<file path="config.mk">
export PLATFORM = sky130hd
export DESIGN_NAME = core_ctrl
export DESIGN_NICKNAME = d
export VERILOG_FILES = /design/src/rtl/core_ctrl_pkg.sv /design/src/rtl/core_ctrl_acc_addr.sv /design/src/rtl/core_ctrl.sv
export SDC_FILE = /design/constraint.sdc
export NUM_CORES = 1
export LEC_CHECK = 0
export BUFFER_PORTS_ARGS = -buffer_cell sky130_fd_sc_hd__buf_2
export CAP_MARGIN = 20
export CORE_ASPECT_RATIO = 0.6
export CORE_MARGIN = 2
export CORE_UTILIZATION = 60
export CTS_BUF_LIST = sky130_fd_sc_hd__clkbuf_2
export DETAILED_ROUTE_END_ITERATION = 10
export PLACE_DENSITY = 0.89
export SYNTH_ARGS = -nofsm -noshare
export SYNTH_HDL_FRONTEND = slang
export SYNTH_SLANG_ARGS = --single-unit
</file>
<file path="constraint.sdc">
create_clock -name clk -period 15.45 [get_ports clk]
set_input_delay 0.7725 -clock clk [delete_from_list [all_inputs] [get_ports clk]]
set_output_delay 0.7725 -clock clk [all_outputs]
set_load 0.02 [all_outputs]
</file>
<file path="src/rtl/core_ctrl_pkg.sv">
// Shared definitions for the core_ctrl instruction sequencer: FSM states,
// inst word bit positions, the idle word and small inst-building helpers.
package core_ctrl_pkg;

    typedef enum logic [3:0] {
        ST_IDLE,
        ST_W_L0,
        ST_W_LOAD,
        ST_W_FLUSH,
        ST_X_L0,
        ST_X_EXEC,
        ST_X_FLUSH,
        ST_WB,
        ST_ACC,
        ST_DONE
    } state_t;

    localparam int unsigned INST_W = 34;
    localparam int unsigned ADDR_W = 11;

    localparam int unsigned INST_ACC        = 33;
    localparam int unsigned INST_CEN_PMEM   = 32;
    localparam int unsigned INST_WEN_PMEM   = 31;
    localparam int unsigned INST_A_PMEM_LSB = 20;
    localparam int unsigned INST_CEN_XMEM   = 19;
    localparam int unsigned INST_WEN_XMEM   = 18;
    localparam int unsigned INST_A_XMEM_LSB = 7;
    localparam int unsigned INST_OFIFO_RD   = 6;
    localparam int unsigned INST_IFIFO_WR   = 5;
    localparam int unsigned INST_IFIFO_RD   = 4;
    localparam int unsigned INST_L0_RD      = 3;
    localparam int unsigned INST_L0_WR      = 2;
    localparam int unsigned INST_EXECUTE    = 1;
    localparam int unsigned INST_LOAD       = 0;

    // Both SRAMs deselected with write disabled; every other strobe low.
    localparam logic [INST_W-1:0] INST_IDLE = 34'h1_800C_0000;

    function automatic logic [INST_W-1:0] inst_xmem_rd(input logic [ADDR_W-1:0] addr);
        logic [INST_W-1:0] w;
        w = INST_IDLE;
        w[INST_CEN_XMEM] = 1'b0;
        w[INST_A_XMEM_LSB +: ADDR_W] = addr;
        return w;
    endfunction

    function automatic logic [INST_W-1:0] inst_pmem(input logic wen, input logic [ADDR_W-1:0] addr);
        logic [INST_W-1:0] w;
        w = INST_IDLE;
        w[INST_CEN_PMEM] = 1'b0;
        w[INST_WEN_PMEM] = wen;
        w[INST_A_PMEM_LSB +: ADDR_W] = addr;
        return w;
    endfunction

endpackage

</file>
<file path="src/rtl/core_ctrl_acc_addr.sv">
// ACC-phase pmem address: partial sum of kernel position k that
// contributes to output pixel o.
module core_ctrl_acc_addr
    import core_ctrl_pkg::*;
#(
    parameter int unsigned len_nij = 36,
    parameter int unsigned in_w    = 6,
    parameter int unsigned k_w     = 3,
    parameter int unsigned out_w   = 4
) (
    input  logic [7:0]        i_o,
    input  logic [3:0]        i_k,
    output logic [ADDR_W-1:0] o_addr
);

    logic [31:0] w_o;
    logic [31:0] w_k;

    assign w_o = 32'(i_o);
    assign w_k = 32'(i_k);

    assign o_addr = ADDR_W'(w_k * len_nij
                            + (w_o / out_w + w_k / k_w) * in_w
                            + w_o % out_w
                            + w_k % k_w);

endmodule

</file>
<file path="src/rtl/core_ctrl.sv">
// Layer sequencer for core: emits one registered 34-bit inst word per cycle.
// Optional CORE_CTRL_PERF_CNT_EN adds the stall_cnt WB-stall counter output.
module core_ctrl
    import core_ctrl_pkg::*;
#(
    parameter int unsigned row      = 8,
    parameter int unsigned col      = 8,
    parameter int unsigned len_kij  = 9,
    parameter int unsigned len_nij  = 36,
    parameter int unsigned len_onij = 16,
    parameter int unsigned in_w     = 6,
    parameter int unsigned k_w      = 3,
    parameter int unsigned out_w    = 4,
    parameter int unsigned W_BASE   = 1024,
    parameter int unsigned FLUSH    = row + col
) (
    input  logic              clk,
    input  logic              reset,
    input  logic              start,
    input  logic              ofifo_valid,
    output logic [INST_W-1:0] inst,
    output logic              busy,
    output logic              done,
    output logic [3:0]        kij_idx
`ifdef CORE_CTRL_PERF_CNT_EN
    ,
    output logic [15:0]       stall_cnt
`endif
);

    state_t              r_state;
    logic [ADDR_W-1:0]   r_cnt;
    logic [3:0]          r_kij;
    logic [7:0]          r_o;
    logic [3:0]          r_k;
    logic [INST_W-1:0]   r_inst;
    logic                r_busy;
    logic                r_done;
`ifdef CORE_CTRL_PERF_CNT_EN
    logic [15:0]         r_stall;
`endif

    logic [ADDR_W-1:0]   w_waddr;
    logic [ADDR_W-1:0]   w_wbaddr;
    logic [ADDR_W-1:0]   w_accaddr;

    assign w_waddr  = ADDR_W'(W_BASE + 32'(r_kij) * col + 32'(r_cnt));
    assign w_wbaddr = ADDR_W'(32'(r_kij) * len_nij + 32'(r_cnt));

    core_ctrl_acc_addr #(
        .len_nij (len_nij),
        .in_w    (in_w),
        .k_w     (k_w),
        .out_w   (out_w)
    ) u_acc_addr (
        .i_o    (r_o),
        .i_k    (r_k),
        .o_addr (w_accaddr)
    );

    // Each edge registers the word for the step the counters point at, then
    // advances; r_inst therefore trails r_state by one cycle.
    always_ff @(posedge clk or negedge reset) begin
        if (!reset) begin
            r_state <= ST_IDLE;
            r_cnt   <= '0;
            r_kij   <= '0;
            r_o     <= '0;
            r_k     <= '0;
            r_inst  <= INST_IDLE;
            r_busy  <= 1'b0;
            r_done  <= 1'b0;
`ifdef CORE_CTRL_PERF_CNT_EN
            r_stall <= '0;
`endif
        end else begin
            r_inst <= INST_IDLE;
            r_done <= 1'b0;
            case (r_state)
                ST_IDLE: begin
                    if (start) begin
                        r_state <= ST_W_L0;
                        r_cnt   <= '0;
                        r_kij   <= '0;
                        r_busy  <= 1'b1;
`ifdef CORE_CTRL_PERF_CNT_EN
                        r_stall <= '0;
`endif
                    end
                end
                ST_W_L0: begin
                    if (r_cnt != ADDR_W'(col))
                        r_inst <= inst_xmem_rd(w_waddr);
                    r_inst[INST_L0_WR] <= (r_cnt != '0);
                    if (r_cnt == ADDR_W'(col)) begin
                        r_state <= ST_W_LOAD;
                        r_cnt   <= '0;
                    end else begin
                        r_cnt <= r_cnt + 1'b1;
                    end
                end
                ST_W_LOAD: begin
                    r_inst[INST_L0_RD] <= 1'b1;
                    r_inst[INST_LOAD]  <= 1'b1;
                    if (r_cnt == ADDR_W'(col - 1)) begin
                        r_state <= ST_W_FLUSH;
                        r_cnt   <= '0;
                    end else begin
                        r_cnt <= r_cnt + 1'b1;
                    end
                end
                ST_W_FLUSH: begin
                    if (r_cnt == ADDR_W'(FLUSH - 1)) begin
                        r_state <= ST_X_L0;
                        r_cnt   <= '0;
                    end else begin
                        r_cnt <= r_cnt + 1'b1;
                    end
                end
                ST_X_L0: begin
                    if (r_cnt != ADDR_W'(len_nij))
                        r_inst <= inst_xmem_rd(r_cnt);
                    r_inst[INST_L0_WR] <= (r_cnt != '0);
                    if (r_cnt == ADDR_W'(len_nij)) begin
                        r_state <= ST_X_EXEC;
                        r_cnt   <= '0;
                    end else begin
                        r_cnt <= r_cnt + 1'b1;
                    end
                end
                ST_X_EXEC: begin
                    r_inst[INST_L0_RD]   <= 1'b1;
                    r_inst[INST_EXECUTE] <= 1'b1;
                    if (r_cnt == ADDR_W'(len_nij - 1)) begin
                        r_state <= ST_X_FLUSH;
                        r_cnt   <= '0;
                    end else begin
                        r_cnt <= r_cnt + 1'b1;
                    end
                end
                ST_X_FLUSH: begin
                    if (r_cnt == ADDR_W'(FLUSH - 1)) begin
                        r_state <= ST_WB;
                        r_cnt   <= '0;
                    end else begin
                        r_cnt <= r_cnt + 1'b1;
                    end
                end
                ST_WB: begin
                    if (ofifo_valid) begin
                        r_inst <= inst_pmem(1'b0, w_wbaddr);
                        r_inst[INST_OFIFO_RD] <= 1'b1;
                        if (r_cnt == ADDR_W'(len_nij - 1)) begin
                            r_cnt <= '0;
                            if (r_kij == 4'(len_kij - 1)) begin
                                r_state <= ST_ACC;
                                r_o     <= '0;
                                r_k     <= '0;
                            end else begin
                                r_state <= ST_W_L0;
                                r_kij   <= r_kij + 1'b1;
                            end
                        end else begin
                            r_cnt <= r_cnt + 1'b1;
                        end
                    end
`ifdef CORE_CTRL_PERF_CNT_EN
                    else if (r_stall != 16'hFFFF) begin
                        r_stall <= r_stall + 1'b1;
                    end
`endif
                end
                ST_ACC: begin
                    // r_k == len_kij is the acc=0 separator after each output pixel.
                    if (r_k == 4'(len_kij)) begin
                        r_k <= '0;
                        if (r_o == 8'(len_onij - 1))
                            r_state <= ST_DONE;
                        else
                            r_o <= r_o + 1'b1;
                    end else begin
                        r_inst <= inst_pmem(1'b1, w_accaddr);
                        r_inst[INST_ACC] <= 1'b1;
                        r_k <= r_k + 1'b1;
                    end
                end
                ST_DONE: begin
                    r_done  <= 1'b1;
                    r_busy  <= 1'b0;
                    r_state <= ST_IDLE;
                end
                default: begin
                    r_state <= ST_IDLE;
                end
            endcase
        end
    end

    assign inst    = r_inst;
    assign busy    = r_busy;
    assign done    = r_done;
    assign kij_idx = r_kij;
`ifdef CORE_CTRL_PERF_CNT_EN
    assign stall_cnt = r_stall;
`endif

endmodule

</file>
==> results.md, run 1 <==
* Cell-internal power at 506.7 uW
* Number of port buffers at 40
* FF+latch count, synth at 64
* Yosys top cell by area: dfrtp_1
* Number of maximum-capacitance violations at 0
* Pin slew with the least headroom to its limit at 927.3 ps
* CTS clk-pin slew, worst paths at 210 ps
* Clock latency reported for the late side of the worst-skew pair at 530 ps
* CP max stage cell: dfrtp_1
* Post-Syn Area per Cell at 9.177 sq um
* Critical path startpoint category: register
* Path type of the worst min-delay path: primary input to async pin
* Combinational share of power at 64.5%
* Data arrival time of the critical path at 7880 ps
* Unrepaired setup endpoints after global routing: no
* Hold WS at 353.7 ps
* Fraction of registers with async set/reset at 100.0%
* Portion of the post-synthesis area used by sequential elements at 32.16%
* Slew Limit Headroom at 37.99%
* Max rail drop VDD at 0.09453 mV
* Switching share of total power at 50.01%
* Pin count of the biggest net entering global routing at 65
* Post-cts hold buffer count at 0
* Syn. warnings at 0
* Global-route usage over all layers at 27.79%
* Adder and majority gate portion of the synthesized area at 17.39%
* Share of Yosys cell area claimed by the top area cell type at 30.58%
* Via count at 4230
* Antenna Cells at 0
* Final routed wirelength across all metal layers at 11780 um
* Synthesized-area fraction occupied by xor and xnor cells at 7.719%
* Setup TNS at 0 ps
* Initial Utilization at 62.59%
* Critical Path Fanout Max at 17
* Number of H-tree levels at 3
* Pwr/cell area at 190.0 nW/um^2
* Die Outline Area at 9090 sq um
* Area growth syn-to-layout at 6.892%
* Unique masters post-synth at 64
* Drt wl/cell at 17.24 um
* Die outline height at 74.66 um
* Most common library cells after synthesis: 61 x dfrtp_1, 47 x ha_1, 40 x nand2_1, 40 x nor2_1, 36 x o21ai_0
* Filler Cell Count at 647
* Number of enable-type register cells in the synthesized netlist at 0
* CTS tree: done
* Slowest stage delay, CP at 700 ps
* Maximum root-to-sink buffer count at 2
* Leakage power of the design at 2.820 nW
* Worst endpoint required time at 15880 ps
* Overflow left after global routing at 0
* Flip-flop cell with the highest count after synthesis: dfrtp_1
* Cells on worst reg2reg path at 30
* Total iterations of the first detailed-routing run at 5
* Final worst-path cycle share at 48.19%
* Remaining antenna violation count after routing at 0
* Post-CTS resize count at 0
* Cell row count at 25
* Final-report hold violation count at 0
* F_max at 134.3 MHz
* Area occupied by registers at 1605 sq um
* Combined area of all synthesized cells at 4992 sq um
* Via count of the first global-routing pass at 3957
* Dominant combinational cell family by area after synthesis: simple AND/OR/NAND/NOR gates
* Worst setup margin at 8005 ps
* Status: completed
* Half-perimeter wire length after detailed placement at 9098 um
* Clock Sinks at 64
* Layout Skew at 40.20 ps
* NetSw at 507.0 uW
* Routability cong. at 1.107
* Die boundary width at 121.8 um
* Gate count after technology mapping at 544
* Relative contribution of sequential cells to total power at 25.7%
* Final Slew Violations at 0
* Multi-input gate area at 3172 sq um
* Element type at the critical path end: register
* Leading cell types by total area after synthesis: dfrtp_1 31%, ha_1 12%, fa_1 5.6%
* Post-Place Worst Slack at 8114 ps
* Most numerous cell in the Yosys netlist: dfrtp_1
* Share of the synthesized area in compound gates (AO/OA/AOI/OAI) at 17.24%
* Cell occurring most often along the worst timing path: ha_1
* Final critical delay including setup and external delays at 7445 ps
* Simple-gate area share of the yosys netlist at 19.75%
* Vias per cell at 6.193
* Clock root buffer master: clkbuf_2
* Initial detailed-routing violation count at 505
* Relative contribution of the clock network to total power at 9.8%
* Fraction of layout instances using a drive strength above 1 at 12.17%
* Top-level I/O count at 44
* Initial antenna violation count at 0
* Critical path type: register to register
* Global-route wire length before repair at 19310 um
* DRC Markers at 0
* Total CTS buffers at 9
* Multiplexer share of the synthesized area at 1.203%
* Final setup viols at 0
* Std-Cell Core Area at 7976 sq um
* Post-CTS Repair Setup Buffers at 0
* Final layout net count at 635
## state kept, by name, summed over array words and instances, names as in the netlist
register	count
busy	1
done	1
inst	31
kij_idx	4
r_cnt	11
r_k	4
r_o	8
r_state	4
## area by class of cell
cell class / instances / area share, %
Multi-Input combinational cell: 426 / 59.44
Sequential cell: 64 / 30.08
Inverter: 27 / 1.899
Timing Repair Buffer: 42 / 4.033
Clock inverter: 7 / 1.172
Clock buffer: 9 / 0.8441
Tap cell: 108 / 2.532
## cells in the final DEF (no fill, tap or decap), drive strengths merged, types with 3 or more instances in the layout
cell type,n
a22o,13
nand4,6
inv,26
clkinv,6
nand3b,5
nor4b,3
nand2b,10
nor4,6
nand3,11
and3,10
nand2,40
fa,14
buf,42
and2,4
or3,4
a21o,16
o21a,6
a31oi,4
or4,5
ha,47
o21ai,38
nor3b,4
nor2,40
clkbuf,9
mux2i,6
nor3,11
o22ai,7
xnor2,17
a21oi,22
conb,3
nor2b,13
dfstp,3
xor2,27
dfrtp,61
## metrics by stage
stage / instance area [sq um] / utilization (%) / power (mW) / cells
2_1_floorplan: 4996 / - / 0.7474 / 545
3_3_place_gp: 5229 / 65.55 / 0.8638 / 667
3_5_place_dp: 5229 / 65.55 / 0.9024 / 667
4_1_cts: 5336 / 66.90 / 1.006 / 683
5_1_grt: 5336 / 66.90 / 1.101 / 683
6_report: 5336 / 66.90 / 1.014 / 683
## cells by family after synthesis
logic type,Yosys count
and+or+nand+nor,182
AOI/OAI and AO/OA,130
DFF,64
adders and majority gates,61
buffers and inverters,55
xor gates and xnor gates,44
muxes,6
other,2
## critical path: cells and delay by family (launching register included)
family                     cells  cell delay (ps)
adders and majority gates      7             2230
and+or+nand+nor                9             1740
DFF                            1              700
xor gates and xnor gates       3              700
AOI/OAI and AO/OA              8             1460
buffers and inverters          3              540
## power by group through the flow
stage	Combinational (mW)	Sequential [mW]	Clock, mW
finish	0.654	0.260	0.0993
global route	0.724	0.267	0.110
CTS	0.646	0.259	0.102
detailed placement	0.640	0.262	0
global placement	0.604	0.260	0
floorplan	0.500	0.247	0
## metal layers
| metal | track usage [%] | wire length, um |
|---|---|---|
| met5 | 0 | 0 |
| met4 | 7.663 | 129 |
| met3 | 8.712 | 1159 |
| met2 | 41.84 | 5093 |
| met1 | 39.33 | 5393 |
## final timing paths
| path | endpoint | startpoint | slack (ps) |
|---|---|---|---|
| max | inst[30]$_DFF_PN0_ | r_k[2]$_DFFE_PN0P_ | 8010 |
| min | inst[30]$_DFF_PN0_ | reset | 350 |
| max reg2reg | inst[30]$_DFF_PN0_ | r_k[2]$_DFFE_PN0P_ | 8010 |
| min reg2reg | busy$_DFFE_PN0P_ | busy$_DFFE_PN0P_ | 530 |
| max in group asynchronous | r_o[3]$_DFFE_PN0P_ | reset | 14510 |
| min in group clk | busy$_DFFE_PN0P_ | busy$_DFFE_PN0P_ | 530 |
Power figures use the tool's default switching activity.
==> run 2: changes to the inputs <==
Settings changed: CORE_UTILIZATION 60 to 56, PLACE_DENSITY 0.89 to 0.88.
Clock period 15.45 ns to 6.38 ns, I/O delays scaled along.
==> results.md, run 2 (synthesized netlist as in run 1, its figures left out) <==
* Layout Skew at 33.88 ps
* Path type of the worst min-delay path: primary input to register
* Final critical delay including setup and external delays at 6065 ps
* F_max at 164.9 MHz
* Vias per cell at 6.266
* Die boundary width at 125.9 um
* Number of H-tree levels at 3
* Total iterations of the first detailed-routing run at 5
* Final routed wirelength across all metal layers at 12690 um
* Share of the core filled with cells at 64.13%
* Number of port buffers at 40
* Cell row count at 26
* Worst endpoint required time at 6790 ps
* Commonest non-fill, non-tap cell in the layout: dfrtp_1
* Final layout net count at 648
* Placed Cells incl. Taps at 680
* Die Outline Area at 9711 sq um
* DRC Markers at 0
* Total power draw at 2.588 mW
* Via count of the first global-routing pass at 4095
* CP max stage cell: fa_2
* End of the worst register-to-register path: inst[29]$_DFF_PN0_
* Total CTS buffers at 9
* End point of the worst hold path: kij_idx[2]$_DFFE_PN0P_
* Final Slew Violations at 0
* Antenna Cells at 0
* Routability cong. at 0.9372
* Initial detailed-routing violation count at 402
* Fraction of layout instances using a drive strength above 1 at 16.33%
* CTS clk-pin slew, worst paths at 200 ps
* Half-perimeter wire length after detailed placement at 9493 um
* Worst setup margin at 315.1 ps
* Hold Path Depth at 4
* R2r startpoint: r_k[2]$_DFFE_PN0P_
* Met2 track demand over resource at 39.35%
* Maximum root-to-sink buffer count at 2
* Pin count of the biggest net entering global routing at 65
* Slowest stage delay, CP at 470 ps
* Die outline height at 77.14 um
* Std-Cell Core Area at 8588 sq um
* Status: completed
* CTS tree: done
* Post-Place Worst Slack at 147.2 ps
* Critical path startpoint category: register
* Global-route layer with the greatest usage: met2
* Remaining antenna violation count after routing at 0
* Post-layout instance area at 5508 sq um
* Overflow left after global routing at 0
* Global-route usage over all layers at 26.48%
* Highest-count cells in the layout ignoring fill and taps: 59 x dfrtp_1, 46 x ha_1, 41 x buf_2
* Clock Sinks at 64
* Final-report hold violation count at 0
* Met1 Resource Use GR at 38.30%
* Clock latency reported for the late side of the worst-skew pair at 540 ps
* Via count at 4386
* Element type at the critical path end: register
* Data arrival time of the critical path at 6470 ps
* HP Start: start
* Post-route insts no fill at 700
* Flip-flop count of the largest register, all copies and words added at 31
* Final setup viols at 0
* GR Layer Usage met3 at 6.629%
* Placement Cell Area at 5301 sq um
* Area growth syn-to-layout at 10.33%
* Critical path type: register to register
* Critical Path Fanout Max at 5
* Top-level I/O count at 44
* Initial antenna violation count at 0
* Pin slew with the least headroom to its limit at 981.5 ps
* Initial Utilization at 58.13%
* Global-route wire length before repair at 20410 um
* Cell occurring most often along the worst timing path: ha_1
* Max rail drop VDD at 0.2605 mV
* Final worst-path cycle share at 95.06%
* Drt wl/cell at 18.12 um
* Pwr/cell area at 469.8 nW/um^2
* Register-to-register setup slack at 320 ps
* Slew Limit Headroom at 34.36%
* Number of maximum-capacitance violations at 0
* Cells on worst reg2reg path at 29
* Leakage power of the design at 2.898 nW
* Clock root buffer master: clkbuf_2
run 2: changes by cell type in the layout (fill, tap and decap cells not counted), sizes merged:
cell / before / now
clkbuf: 9 / 11
dlygate4sd3: 0 / 1
bufinv: 1 / 2
buf: 42 / 54
clkinvlp: 1 / 0
clkinv: 6 / 4
run 2: report_power, final:
part / internal, mW / switching [mW]
Sequential: 0.483 / 0.124
Combinational: 0.709 / 0.991
Clock: 0.130 / 0.151
run 2: worst max path at each step:
stage | start | endpoint | slack, ps
2_1_floorplan | r_k[3]$_DFFE_PN0P_ | inst[29]$_DFF_PN0_ | 10
3_3_place_gp | r_k[3]$_DFFE_PN0P_ | inst[30]$_DFF_PN0_ | 360
3_5_place_dp | r_k[3]$_DFFE_PN0P_ | inst[30]$_DFF_PN0_ | 150
4_1_cts | r_k[3]$_DFFE_PN0P_ | inst[30]$_DFF_PN0_ | 110
5_1_grt | r_k[2]$_DFFE_PN0P_ | inst[29]$_DFF_PN0_ | -6
6_report | r_k[2]$_DFFE_PN0P_ | inst[29]$_DFF_PN0_ | 320
run 2: stage by stage:
step                setup TNS [ps]  hold WS (ps)
floorplan                        0         23.41
global placement                 0         481.0
detailed placement               0         493.9
CTS                              0         125.3
global route                -5.844         143.4
finish                           0         163.6
run 2: final cells by class:
cell class                      instances  area (sq um)
Timing Repair Buffer                   55         312.8
Tap cell                              112         140.1
Multi-Input combinational cell        426          3218
Inverter                               27         101.3
Sequential cell                        64          1608
Clock inverter                          5         72.57
Clock buffer                           11         55.05
Fill cell                             705          3080
run 2: worst max-delay path: cells and delay by family, from the launching register on:
family / cells / cell delay, ps
AOI/OAI and AO/OA: 9 / 1390
xor gates and xnor gates: 2 / 320
adders and majority gates: 8 / 2460
buffers and inverters: 3 / 240
DFF: 1 / 460
and+or+nand+nor: 7 / 1070
run 2: routing by layer:
layer,vias up,wire length (um)
li1,2013,-
met1,2121,5791
met2,223,5503
met3,29,1113
met4,0,278
met5,-,0
run 2: repair_timing:
item | CTS | global route
hold buffers | 1 | 0
hold endpoints to repair | 61 | 0
gates resized for setup | 0 | 13
setup endpoints to repair | 0 | 4
setup buffers | 0 | 3
==> run 3: changes to the inputs <==
Settings changed: CORE_UTILIZATION 56 to 60, PLACE_DENSITY 0.88 to 0.89.
Clock period 6.38 ns to 5.85 ns, I/O delays scaled along.
==> results.md, run 3 (synthesized netlist as in run 1, its figures left out) <==
* Status: finished, violations left
* Violated checks: setup timing
* Highest-count cells in the layout ignoring fill and taps: 58 x dfrtp_1, 40 x buf_2, 39 x nand2_1
* Initial Utilization at 62.59%
* Clock Sinks at 64
* Overflow left after global routing at 0
* Final setup viols at 3
* Unrepaired setup endpoints after global routing: yes
* Slowest stage delay, CP at 510 ps
* Pwr/cell area at 545.2 nW/um^2
* DRC Markers at 0
* Max rail drop VDD at 0.3351 mV
* Final routed wirelength across all metal layers at 14400 um
* CTS clk-pin slew, worst paths at 190 ps
* Total iterations of the first detailed-routing run at 5
* Initial detailed-routing violation count at 630
* Via count of the first global-routing pass at 4272
* CTS tree: done
* Worst endpoint required time at 6260 ps
* End of the worst register-to-register path: inst[29]$_DFF_PN0_
* Maximum root-to-sink buffer count at 2
* Global-route wire length before repair at 21090 um
* Total buffers and inverters traversed by the critical path at 3
* Cell occurring most often along the worst timing path: ha_4
* Fraction of layout instances using a drive strength above 1 at 24.67%
* Die Outline Area at 9090 sq um
* Initial antenna violation count at 0
* Total CTS buffers at 9
* Die boundary width at 121.8 um
* Critical path type: register to register
* Clock root buffer master: clkbuf_2
* Routability cong. at 1.056
* Crit path from: r_k[3]$_DFFE_PN0P_
* Final critical delay including setup and external delays at 5982 ps
* Number of H-tree levels at 3
* Cells on worst reg2reg path at 27
* Commonest non-fill, non-tap cell in the layout: dfrtp_1
* Number of maximum-capacitance violations at 0
* Half-perimeter wire length after detailed placement at 9912 um
* Final worst-path cycle share at 102.3%
* Area growth syn-to-layout at 18.60%
* Final-report hold violation count at 0
* Slew Limit Headroom at 29.25%
* Vias per cell at 6.556
* Via count at 4694
* Global-route usage over all layers at 30.69%
* Number of cells on the critical path at 27
* Top-level I/O count at 44
* Final Slew Violations at 0
* Worst setup margin at -132.5 ps
* Family with the most delay on the worst path: adder cells
* Critical path startpoint category: register
* Hold Path Depth at 4
* Die outline height at 74.66 um
* Path type of the worst min-delay path: primary input to register
* Drt wl/cell at 20.11 um
* Remaining antenna violation count after routing at 0
* R2r startpoint: r_k[3]$_DFFE_PN0P_
* Setup TNS at -322.7 ps
* Hold WS at 116.5 ps
* Antenna Cells at 0
* Flip-flop count of the largest register, all copies and words added at 31
* Final layout net count at 668
* Data arrival time of the critical path at 6390 ps
* Layout Skew at 24.28 ps
* Leakage power of the design at 3.023 nW
* Cell row count at 25
* Register-to-register setup slack at -130 ps
* Std-Cell Core Area at 7976 sq um
* Pin slew with the least headroom to its limit at 1058 ps
* Element type at the critical path end: register
* Clock latency reported for the late side of the worst-skew pair at 540 ps
* F_max at 167.2 MHz
* CP max stage cell: dfrtp_2
* Number of port buffers at 40
* Pin count of the biggest net entering global routing at 65
* End point of the critical path: inst[29]$_DFF_PN0_
* Critical Path Fanout Max at 6
run 3: cell types whose count changed in the layout (fill, tap and decap cells not counted), moves of 6 or more:
cell / change
buf_4: +18
ha_1: -9
ha_4: +9
inv_1: -6
inv_2: +6
run 3: layout make-up:
cell class	instances	area, sq um
flip-flops and latches	64	1609
multi-input cells	426	3490
repair buffers	75	476.7
clock buffers	10	50.05
well taps	108	135.1
clock inverters	6	58.81
fillers	540	2056
inverters	27	101.3
run 3: how the worst min path moves through the flow:
stage,start,to
finish,start,kij_idx[3]$_DFFE_PN0P_
global placement,busy$_DFFE_PN0P_,busy$_DFFE_PN0P_
floorplan,reset,busy$_DFFE_PN0P_
CTS,start,kij_idx[2]$_DFFE_PN0P_
detailed placement,busy$_DFFE_PN0P_,busy$_DFFE_PN0P_
global route,start,kij_idx[3]$_DFFE_PN0P_
run 3: metal layers:
metal	track usage [%]	up-vias	part of all wire, %
met5	0	-	0
met4	10.34	0	3.6
met3	7.652	69	11
met2	46.43	328	44
met1	43.75	2250	41
li1	-	2047	-
run 3: repair_timing:
| item | in CTS | in global routing |
|---|---|---|
| buffers inserted | 4 | 18 |
| endpoints found under the setup margin | 4 | 5 |
| hold endpoints to repair | 61 | 0 |
| resized for setup | 7 | 42 |
| cloned | 0 | 0 |
| hold buffers | 1 | 0 |
| pin swaps | 4 | 22 |
run 3: tightest hold or removal path, stage by stage:
cell     delay [ps]
buf_2           110
nand2_1          50
nor3_1           70
nor2_1          100
run 3: report_power, final:
group / total (mW) / internal, mW / switching, mW
clock: 0.272 / 0.0992 / 0.173
combinational: 2.29 / 1.02 / 1.27
sequential: 0.670 / 0.527 / 0.143
run 3: through the flow:
step / instances / setup slack (ps) / utilization (%) / power [mW] / area (sq um)
6_report: 716 / -132.5 / 74.23 / 3.228 / 5921
5_1_grt: 716 / -342.7 / 74.23 / 3.430 / 5921
4_1_cts: 699 / 9.953 / 69.63 / 2.860 / 5554
3_5_place_dp: 678 / -178.0 / 67.48 / 2.552 / 5383
3_3_place_gp: 678 / 178.1 / 67.48 / 2.421 / 5383
2_1_floorplan: 545 / 7.008 / - / 2.079 / 5091
